$ cat config.mk
export PLATFORM = sky130hd
export DESIGN_NAME = xy_step_gen
export DESIGN_NICKNAME = d
export VERILOG_FILES = /design/src/rtl/xy_step_gen.sv
export SDC_FILE = /design/constraint.sdc
export NUM_CORES = 1
export LEC_CHECK = 0
export BUFFER_PORTS_ARGS = -buffer_cell sky130_fd_sc_hd__buf_2
export CAP_MARGIN = 20
export CORE_MARGIN = 4
export CORE_UTILIZATION = 35
export CTS_CLUSTER_DIAMETER = 50
export CTS_CLUSTER_SIZE = 8
export DETAILED_ROUTE_END_ITERATION = 10
export GPL_ROUTABILITY_DRIVEN = 0
export MAX_ROUTING_LAYER = met4
export PLACE_DENSITY = 0.55
export RECOVER_POWER = 25
export SLEW_MARGIN = 40
export SYNTH_ARGS = -nofsm -noshare
export SYNTH_HDL_FRONTEND = slang
export SYNTH_SLANG_ARGS = --single-unit
$ cat constraint.sdc
create_clock -name clk -period 5.1 [get_ports clk]
set_clock_uncertainty 0.2 [all_clocks]
set_input_delay 1.53 -clock clk [delete_from_list [all_inputs] [get_ports clk]]
set_output_delay 1.53 -clock clk [all_outputs]
set_load 0.02 [all_outputs]
$ cat src/rtl/xy_step_gen.sv
// xy_step_gen: turns a divider quotient (step period) plus a step count and
// direction into a train of fixed-width step pulses for one stepper axis.
// Latency: start accepted at edge T0 -> step/busy high from T0+1; registered outputs.
// Backpressure: none; start while busy is ignored, abort stops the move next cycle.
// Ports:
//   clk, rst_n                 clock, async active-low reset
//   start, period, steps,      move request and its parameters (sampled in IDLE only)
//   dir_in, div_error, abort   direction, divider error qualifier, move abort
//   step, dir, busy, done, err registered outputs
module xy_step_gen #(
  parameter int PW      = 26,
  parameter int CW      = 16,
  parameter int PULSE_W = 50
) (
  input  logic          clk,
  input  logic          rst_n,
  input  logic          start,
  input  logic [PW-1:0] period,
  input  logic [CW-1:0] steps,
  input  logic          dir_in,
  input  logic          div_error,
  input  logic          abort,
  output logic          step,
  output logic          dir,
  output logic          busy,
  output logic          done,
  output logic          err
);

  localparam logic [1:0] S_IDLE = 2'd0;
  localparam logic [1:0] S_HIGH = 2'd1;
  localparam logic [1:0] S_LOW  = 2'd2;

  localparam logic [PW-1:0] PULSE_LEN = PW'(PULSE_W);
  localparam logic [PW-1:0] MIN_PER   = PW'(2 * PULSE_W);
  localparam logic [PW-1:0] ONE_P     = PW'(1);
  localparam logic [CW-1:0] ONE_C     = CW'(1);

  logic [1:0]    state_q, state_d;
  logic [PW-1:0] cnt_q, cnt_d;     // phase down-counter, reloaded at each phase start
  logic [PW-1:0] low_q, low_d;     // low-phase length, Peff - PULSE_W
  logic [CW-1:0] rem_q, rem_d;     // steps still to be issued, including the current one
  logic          step_q, step_d;
  logic          dir_q, dir_d;
  logic          busy_q, busy_d;
  logic          done_q, done_d;
  logic          err_q, err_d;

  always_comb begin
    state_d = state_q;
    cnt_d   = cnt_q;
    low_d   = low_q;
    rem_d   = rem_q;
    step_d  = step_q;
    dir_d   = dir_q;
    busy_d  = busy_q;
    done_d  = 1'b0;
    err_d   = 1'b0;

    case (state_q)
      S_IDLE: begin
        step_d = 1'b0;
        busy_d = 1'b0;
        // abort has no meaning here, so a simultaneous start simply proceeds
        if (start) begin
          if (div_error) begin
            err_d = 1'b1;
          end else begin
            dir_d = dir_in;
            if (steps == '0) begin
              done_d = 1'b1;
            end else begin
              rem_d = steps;
              // Clamping Peff to 2*PULSE_W keeps the low phase >= PULSE_W,
              // so the subtraction below never underflows.
              low_d   = (period < MIN_PER) ? PULSE_LEN : (period - PULSE_LEN);
              cnt_d   = PULSE_LEN - ONE_P;
              step_d  = 1'b1;
              busy_d  = 1'b1;
              state_d = S_HIGH;
            end
          end
        end
      end

      S_HIGH: begin
        if (abort) begin
          state_d = S_IDLE;
          step_d  = 1'b0;
          busy_d  = 1'b0;
        end else if (cnt_q == '0) begin
          state_d = S_LOW;
          step_d  = 1'b0;
          cnt_d   = low_q - ONE_P;
        end else begin
          cnt_d = cnt_q - ONE_P;
        end
      end

      S_LOW: begin
        if (abort) begin
          state_d = S_IDLE;
          step_d  = 1'b0;
          busy_d  = 1'b0;
        end else if (cnt_q == '0) begin
          rem_d = rem_q - ONE_C;
          if (rem_q == ONE_C) begin
            state_d = S_IDLE;
            busy_d  = 1'b0;
            done_d  = 1'b1;
          end else begin
            state_d = S_HIGH;
            step_d  = 1'b1;
            cnt_d   = PULSE_LEN - ONE_P;
          end
        end else begin
          cnt_d = cnt_q - ONE_P;
        end
      end

      default: begin
        state_d = S_IDLE;
        step_d  = 1'b0;
        busy_d  = 1'b0;
      end
    endcase
  end

  always_ff @(posedge clk or negedge rst_n) begin
    if (!rst_n) begin
      state_q <= S_IDLE;
      cnt_q   <= '0;
      low_q   <= '0;
      rem_q   <= '0;
      step_q  <= 1'b0;
      dir_q   <= 1'b0;
      busy_q  <= 1'b0;
      done_q  <= 1'b0;
      err_q   <= 1'b0;
    end else begin
      state_q <= state_d;
      cnt_q   <= cnt_d;
      low_q   <= low_d;
      rem_q   <= rem_d;
      step_q  <= step_d;
      dir_q   <= dir_d;
      busy_q  <= busy_d;
      done_q  <= done_d;
      err_q   <= err_d;
    end
  end

  assign step = step_q;
  assign dir  = dir_q;
  assign busy = busy_q;
  assign done = done_q;
  assign err  = err_q;

endmodule

==> Yosys cells after proc, flatten, opt, wreduce, memory -nomap -nowiden <==
Index checks and enable logic that the tools add are counted.
{ "word_totals": {"out_inout_bits": 5, "mem_bits_rw": 0, "mem_count": 0, "word_cells": 92, "rom_bits": 0, "reg_bits": 75, "latch_bits": 0} }
{ "op_classes": {"mul": 0, "bitwise": 2, "add_sub_neg": 4, "n_shift": 0, "order_cmp": 1, "reduce_logical": 12, "eq_ne": 15, "n_div": 0, "mux": 49} }
{ "ops": {"columns": ["op", "count"], "rows": [
  ["$mux 26", 9],
  ["$mux 16", 5],
  ["$pmux 26 s3", 1],
  ["$sub 26x1->26 const B", 2],
  ["$pmux 16 s2", 1],
  ["$logic_not 26->1", 1],
  ["$lt 26x7->1 const B", 1],
  ["$sub 26x6->26 const B", 1],
  ["$mux 1", 22],
  ["$eq 16x1->1 const B", 1],
  ["$logic_not 16->1", 1],
  ["$sub 16x1->16 const B", 1],
  ["$ne 3x3->1 const B", 5],
  ["$mux 2", 7],
  ["$ne 2x2->1 const B", 7],
  ["$reduce_and 3->1", 3],
  ["$reduce_and 7->1", 1],
  ["$pmux 1 s3", 2],
  ["$pmux 2 s3", 1],
  ["$reduce_and 6->1", 1],
  ["$reduce_and 5->1", 1],
  ["$reduce_and 4->1", 1],
  ["$reduce_bool 3->1", 1],
  ["$eq 2x1->1 const B", 1],
  ["other kinds (5)", 6]
]} }

==> Longest topological paths before layout <==
Gate-level depths: netlist of run 1.
{ "logic_depth": {"word_depth": 5, "depth_mapped": 10} }

==> Least setup slack after synthesis of run 1 <==
No wires, ideal clock.
{ "synth_timing": {"kind": "input-to-reg", "start": "input period[12]", "end": "register low_q[16]", "n_path_buf": 1, "arrival_time_ps": 3307, "t_required_ps": 4766, "stages": 5, "setup_slack_ps": 1459, "cell_sequence": "or4_1 or3_1 o41ai_2 clkbuf_1 o21ai_0"} }
{ "synth_via": {"elab_chain_cells": 2} }
{ "synth_lines": {"columns": ["item", "line", "rtl"], "rows": [
  ["start: declaration", "18", "input logic [PW-1:0] period,"],
  ["$sub 26x6->26 / $lt 26x7->1 (equally long branches)", "76", "low_d = (period < MIN_PER) ? PULSE_LEN : (period - PULSE_LEN);"],
  ["$mux 26 *", "76", null],
  ["end signal: assignment", "143", "low_q <= low_d;"],
  ["end: declaration", "41", "logic [PW-1:0] low_q, low_d;"]
]} }
Every way passes the cells marked *; elsewhere a longest branch is shown, timed or not.
A chain may end at the register's enable or synchronous reset.

==> Final worst setup path of run 1 <==
{ "layout_timing": {"start": "input steps[0]", "end": "register cnt_q[4]"} }
{ "layout_via": {"elab_chain_cells": 3} }
{ "layout_lines": {"columns": ["item", "line", "rtl"], "rows": [
  ["start: declaration", "19", "input logic [CW-1:0] steps,"],
  ["$logic_not 16->1", "70", "if (steps == '0) begin"],
  ["$ne 2x2->1 (no source line)", null, null],
  ["$reduce_and 7->1 (no source line)", null, null],
  ["end signal: assignment", "142", "cnt_q <= cnt_d;"],
  ["end: declaration", "40", "logic [PW-1:0] cnt_q, cnt_d;"]
]} }
Every way passes these cells.

==> results.txt, run 1 <==
The flow ran to the end, but the final reports show violations. The final reports fail on capacitance limit, slew limit. Cells with a size suffix above 1 make up 15.78% of the layout. Clock tree synthesis found a total of 75 sinks.

The floorplan step set the die width to 129.1 um. Setup fix buffers added after clock tree synthesis: 0. For met2 alone, demand over resource in global routing was 26.89%. Final hold violation count: 0. Yosys mapped a number of flops with a built-in enable equal to 0. Counting along the longest clock path gives a buffer depth of 2.

Counting tap cells, the placed design contains a total of 823 instances. TritonCTS built the clock tree. At the worst endpoint, the arrival time is 3.78 ns. The most frequently used flop master after synthesis was dfrtp_1.

The die covers 0.01667 mm^2. The number of gates resized after CTS was 0. The headroom to the max-slew limit is -27.55%, and the global-route met3 utilization is 2.844%. Entering global routing, the biggest net connects 76 pins. The first global-routing pass estimated 23.29 mm of wire. The initial utilization of the core area, before any placement, comes to 36.41%. For the pre-CTS setup slack, the log shows 1.044 ns.

For the worst setup path, the data required time is 5.13 ns. The run gives 17.99% as the total global routing track utilization. The completed layout was analyzed and its total power is 3.179 mW.

The run gives 3 as the maximum level of the CTS H-tree. VDD sags by at most 0.2166 mV. The I/O pin count was 53; the total nets after synthesis was 673.

The tools report the initial antenna violation count as 0. The number of antenna diodes in the final layout is 0. The die boundary height works out to 129.1 um. The tools report the HPWL after detailed placement as 10.68 mm.

The first TritonRoute pass finished after 5 iterations. The tightest min-delay check is of the register to register type. The slew of the pin with the lowest slew margin is 1.913 ns, and the number of violations of the max-capacitance limit is 1. In this run the power density over the cells is 541.1 mW/mm^2. The ratio of final minimum period to clock period was 73.53%; the average cell area after synthesis was 8.345 um^2. The count of port buffers added during placement is 52. Setup violations remaining at the end of the flow were counted as 0. For the sequential element share of the synthesized area, the log shows 36.57%. In the final design database the tool counted 712 nets.

The global routing stage identified its most utilized layer as met2. The worst setup path is of the input pin to register kind. In this run, CTS created clock tree buffers numbering 9. The run gives 76 as the max-slew violation count. Timing would allow up to 266.7 MHz. The post-cts hold buffer count is 0. The area added between synthesis and finish works out to 14.46%. In the routed layout, each cell is associated on average with a via count of 5.758.

The root buffer cell chosen for the clock tree is clkbuf_16. Row generation in the floorplan step produced 43 rows. Setup repair after global routing left no endpoint under its margin. The clock period minus final worst setup slack was 3.750 ns.

In the synthesized netlist, the number of instances is 615. Clock-pin slew was measured on the worst setup and hold paths at 0.06 ns. The via count of the first global-routing pass was 4573; the highest net fanout along the worst path was 13. The tools report the clock latency reported for the late side of the worst-skew pair as 0.34 ns.

The mapped netlist covers 0.005132 mm^2. The post-route worst setup slack was 1.350 ns; the final setup TNS was 0 ns. Number of warnings reported in the yosys synthesis log: 0.

Total of flip-flops plus latches after synthesis: 75. The first routing iteration left 287 violations. The routed length per instance works out to 17.22 um. The total leakage power came out at 2.443 nW. The detail route stage leaves a number of antenna-violating nets equal to 0. For this run, the number of standard cells in the final layout without fillers is 839. STA classifies the critical path endpoint as a register. The routed layout has 4831 vias.

The sort of element at the start of the critical path is an input pin. The total overflow left after global routing is 0. The placeable core region came out at 0.01410 mm^2. After synthesis, the netlist uses 69 different library cells. The final wirelength is 14.45 mm, and the number of remaining DRC errors is 0. For this run, asynchronously set or reset flops after synthesis account for 100.0%. In the global route stage, met1 resource usage came out at 24.53%.
-- cells in the final DEF (no fill, tap or decap), types with 3 or more instances in the layout --
cell / netlist / layout
o21ai_0: 38 / 38
nand3_1: 13 / 13
nand2b_1: 4 / 4
or4_1: 7 / 7
o21ai_1: 37 / 37
xor2_1: 23 / 23
mux2_2: 5 / 5
nor4_1: 23 / 22
ha_1: 10 / 10
o31ai_1: 5 / 5
nor3_1: 37 / 37
nand2_1: 50 / 50
o31a_1: 3 / 3
a22o_1: 4 / 4
o22ai_1: 10 / 10
nor4b_1: 3 / 3
nor2_1: 56 / 56
a31oi_1: 7 / 7
o32ai_1: 3 / 3
a21oi_1: 40 / 40
o22a_1: 3 / 3
and3_1: 7 / 7
buf_2: 4 / 50
clkbuf_8: 0 / 3
nand3b_1: 4 / 4
xnor2_1: 20 / 20
nor4_2: 4 / 5
or3_1: 10 / 10
nor2b_1: 3 / 3
nand4_1: 7 / 7
inv_1: 16 / 16
dfrtp_1: 75 / 75
buf_4: 7 / 5
clkbuf_16: 0 / 9
or2_2: 11 / 11
a22oi_1: 3 / 3
nor3b_1: 6 / 6
bufinv_16: 0 / 3
-- critical path, cell delays in order --
cell and delay, ns:
buf_2 0.09, nor4_1 0.06, and4_1 0.25, o31a_1 0.40, a2111oi_2 0.78, nand2_2 0.37
o22a_1 0.29
-- synth_stat cells, types with 5 or more instances --
library cell	number	share of area, %
nor4_1	23	2.8
nand4_1	7	0.85
or3_1	10	1.2
buf_4	7	1.0
mux2_2	5	1.1
o21ai_0	38	3.7
inv_1	16	1.2
nand3_1	13	1.3
nand2_1	50	3.7
a31oi_1	7	0.85
or2_2	11	1.3
ha_1	10	2.4
o22ai_1	10	1.2
o31ai_1	5	0.73
dfrtp_1	75	37
nor3_1	37	3.6
xor2_1	23	3.9
clkbuf_1	16	1.2
a21oi_1	40	3.9
o21ai_1	37	3.6
or4_1	7	1.0
and3_1	7	0.85
nor3b_1	6	0.88
xnor2_1	20	3.4
nor2_1	56	4.1
-- layout make-up --
| type | count | area (um^2) |
|---|---|---|
| Fill cell | 1429 | 8222 |
| Multi-Input combinational cell | 494 | 3050 |
| Sequential cell | 75 | 1877 |
| Timing Repair Buffer | 57 | 296.5 |
| Clock buffer | 12 | 266.5 |
| Tap cell | 180 | 225.2 |
| Clock inverter | 4 | 95.09 |
| Inverter | 17 | 63.81 |
-- metal layers --
layer	vias to the layer above	part of all wire (%)
li1	2355	-
met1	2300	48
met2	151	45
met3	25	4.9
met4	0	2.5
met5	-	0
-- per-stage QoR --
stage	util, %	instance area (um^2)	hold WS, ns
after detailed placement	39.12	5514	0.2916
final	41.67	5874	0.3031
after global placement	39.09	5510	0.2732
after CTS	41.68	5876	0.3062
after floorplan	-	5132	0.2557
after global routing	41.67	5874	0.3286
-- cells by family after synthesis --
kind of cell / synth area share [%]
multiplexers: 1.292
XOR/XNOR: 7.338
flip-flops: 36.57
AND/OR/NAND/NOR: 26.50
AO/OA/AOI/OAI: 21.75
buffers and inverters: 4.120
adder cells (fa/ha/maj): 2.438
-- where the power goes --
part           switching (mW)  internal, mW
Clock                   0.252         0.517
Combinational           0.832         0.498
Sequential              0.270         0.810
Total                    1.35          1.83
-- state kept, by name, summed over array words and instances, names as in the netlist --
signal,cells
dir,1
done,1
rem_q,16
busy,1
cnt_q,26
step,1
low_q,26
state_q,2
err,1
-- path summary, 6_finish.rpt --
kind | endpoint | startpoint | slack, ns | depth (start not counted)
max | cnt_q[4] | steps[0] | 1.35 | 7
min | step | step | 0.30 | 1
max reg2reg | rem_q[8] | cnt_q[14] | 1.40 | 6
min reg2reg | step | step | 0.30 | 1
max in group asynchronous | low_q[6] | rst_n | 2.05 | 1
min in group asynchronous | cnt_q[22] | rst_n | 1.50 | 1
(Power assumes the default switching activity.)
==> inputs of run 2 (changes only) <==
Settings changed: PLACE_DENSITY 0.55 to 0.57.
Clock period 5.1 ns to 3.1 ns, I/O delays scaled along.
==> run 2 against run 1 <==
Against the previous run:
- the run now ends clean
- cell area increased by 5.9%
- non-clock buffer count increased by 41
- flip-flop and latch count unchanged
- via count increased by 3.5%
- sequential share of layout area decreased by 1.8 points
- clock-buffer cell count decreased by 3
- critical endpoint unchanged
- largest cell class unchanged
==> results.txt, run 2 (same netlist as run 1, synthesis figures left out) <==
The tools report the via count of the first global-routing pass as 4879 (+6.7%). The tools report the worst path arrival time as 2.92 ns (-0.86 ns). In the layout the commonest cells are 75 x dfrtp_1, 56 x nor2_1, 51 x buf_2, 50 x nand2_1, 41 x buf_4. The clock-pin slew on the worst setup and hold paths was 0.06 ns (about the same); the clock period minus final worst setup slack was 2.902 ns. For the met2 routing resource usage after global routing, the log shows 28.29% (+1.4 points).

The tools report the via count as 5002 (+3.5%). The setup fix buffers added after clock tree synthesis came out at 0 (unchanged). The signal on the critical path passes through or4_1, or4_1, nor2_8, a2111o_2, buf_4, a31oi_1, o22a_1. The share of post-route cells with drive strength above 1 came out at 20.71% (+4.9 points). The count of filler cells inserted in the layout was 1418 (-0.77%); the post-detailed-route via-to-cell ratio was 5.684 (-1.3%). Class of the tightest hold or removal check: register to register. The top achievable clock speed was 344.6 MHz. The library cell used most frequently in the layout, excluding fill and tap cells, is dfrtp_1. The power density over the cells came out at 882.3 mW/mm^2 (+63%). The global routing stage identified its most utilized layer as met2.

The largest registers in the layout are cnt_q x26, low_q x26, rem_q x16. The net total in the final layout is 753 (+5.8%), and the post-route total power is 5.488 mW (+73%). The initial cell density of the core is 36.41% (unchanged).

After layout, the worst path uses 93.61% of the clock period. For the fraction of met1 tracks used by global routing, the log shows 24.62% (+0.097 points). The run gives 0 (unchanged) as the sum of overflow across all layers after global routing. Number of cells after detailed placement: 864 (+5.0%). The number of violations of the max-capacitance limit is 0 (-1). STA classifies the critical path endpoint as a register. The final hold violation count came out at 0 (unchanged). The count of instances resized after the clock tree is built was 0 (unchanged); the headroom to the max-slew limit was 29.35% (+57 points). The die boundary height is 129.1 um (unchanged). The flow ran to the end, and the final reports show no timing, DRC or antenna violations. For the maximum level of the CTS H-tree, the log shows 3 (unchanged).

Initial antenna violation count: 0 (unchanged). Start-to-end type of the worst setup path: register to register. The count of final setup violators is 0 (unchanged), and the count of port buffers added during placement is 52 (unchanged).

The tools report the clock latency reported for the late side of the worst-skew pair as 0.33 ns (about the same). The global-route met3 utilization came out at 2.844% (unchanged). The worst hold slack across all endpoints was 0.2998 ns (-0.003325 ns).

The run gives 0.01667 mm^2 (unchanged) as the overall die area. The most frequent cell on the critical path was or4_1. For the I/O pin count, the log shows 53 (unchanged). For the number of design-rule violations left by the first detailed-router iteration, the log shows 301 (+4.9%).

The run gives 0 (unchanged) as the post-detailed-route count of antenna-violating nets. The CTS buffer count is 9 (unchanged), and the placeable core region is 0.01410 mm^2 (unchanged). The total leakage power is 2.657 nW (+8.8%). The tools report the largest net degree at the start of global routing as 41 (-46%). Setup repair after global routing left no endpoint under its margin.

The detailed-routing iteration count for the pre-antenna-repair pass was 5 (unchanged). The post-cts hold buffer count is 0 (unchanged), and the HPWL after detailed placement is 11.25 mm (+5.4%). For the worst path required time, the log shows 3.12 ns (-2.01 ns). The horizontal extent of the die works out to 129.1 um (unchanged).

Number of remaining DRC errors: 0 (unchanged). The max-slew violation count was 0 (-100%). STA classifies the critical path startpoint as a register. The logs give 2 (unchanged) for the maximum number of buffers from clock root to sink and 14.67 mm (+1.5%) for the final wirelength. The run gives 43 (unchanged) as the number of standard-cell rows in the floorplan. Master cell of the clock root buffer: clkbuf_16. The maximum single-stage delay on the critical path is 0.67 ns (-0.11 ns). The worst-path cell with the longest stage delay is or4_1. TritonCTS built the clock tree. For the post-detailed-placement cell area, the log shows 0.005881 mm^2 (+6.6%).

The first-pass GRT wire length is 24.17 mm (+3.8%), and the slew of the pin with the lowest slew margin is 1.060 ns (-0.8536 ns). The run gives 0 (unchanged) as the count of inserted antenna diode cells. The largest voltage drop on the vdd net is 0.3274 mV (+51%), and the routed length per instance is 16.67 um (-3.2%). The post-route cell area is 0.006220 mm^2 (+5.9%).

The run gives 880 (+4.9%) as the number of standard cells in the layout, taps in and fillers out. The highest net fanout along the worst path came out at 13 (unchanged). The total global routing track utilization is 18.32% (+0.33 points). The count of clock tree sinks is 75 (unchanged), and the area added between synthesis and finish is 21.18%.
-- run 2: power by group --
group          switching (mW)  internal, mW  total, mW  leakage, nW
clock                   0.423         0.785       1.21        0.165
combinational            1.44          1.08       2.52         1.55
sequential              0.430          1.33       1.76        0.942
-- run 2: layout make-up --
| cell class | instances | area (um^2) | share of cell area (%) |
|---|---|---|---|
| multi-input cells | 494 | 3044 | 48.94 |
| flip-flops and latches | 75 | 1877 | 30.17 |
| repair buffers | 98 | 668.1 | 10.74 |
| clock buffers | 9 | 225.2 | 3.621 |
| well taps | 180 | 225.2 | 3.621 |
| clock inverters | 7 | 116.4 | 1.871 |
| inverters | 17 | 63.81 | 1.026 |
-- run 2: per-stage QoR --
stage	setup TNS (ns)	setup slack (ns)	util (%)
finish	0	0.1980	44.12
global placement	0	0.01328	41.72
CTS	0	0.2219	44.14
global route	0	0.1119	44.12
floorplan	0	0.05947	-
detailed placement	-0.3853	-0.05262	41.72
-- run 2: per-layer routing --
layer | vias to the layer above | share of wire (%)
met5 | - | 0
met4 | 0 | 2.4
met3 | 32 | 4.4
met2 | 155 | 46
met1 | 2376 | 47
li1 | 2439 | -
-- run 2: worst max-delay path, delay by kind of cell (launching register included) --
kind            cells  cell delay (ns)
buf+inv             1             0.20
simple gates        3             1.47
compound gates      3             0.45
flops               1             0.45
-- run 2: path summary, 6_finish.rpt --
check / from / endpoint / slack (ns) / depth (start not counted)
setup / recovery: cnt_q[14] / cnt_q[4] / 0.20 / 7
hold / removal: low_q[25] / low_q[25] / 0.30 / 2
setup reg to reg: cnt_q[14] / cnt_q[4] / 0.20 / 7
hold reg to reg: low_q[25] / low_q[25] / 0.30 / 2
max in group asynchronous: rst_n / low_q[7] / 1.29 / 2
min in group asynchronous: rst_n / low_q[22] / 0.58 / 1
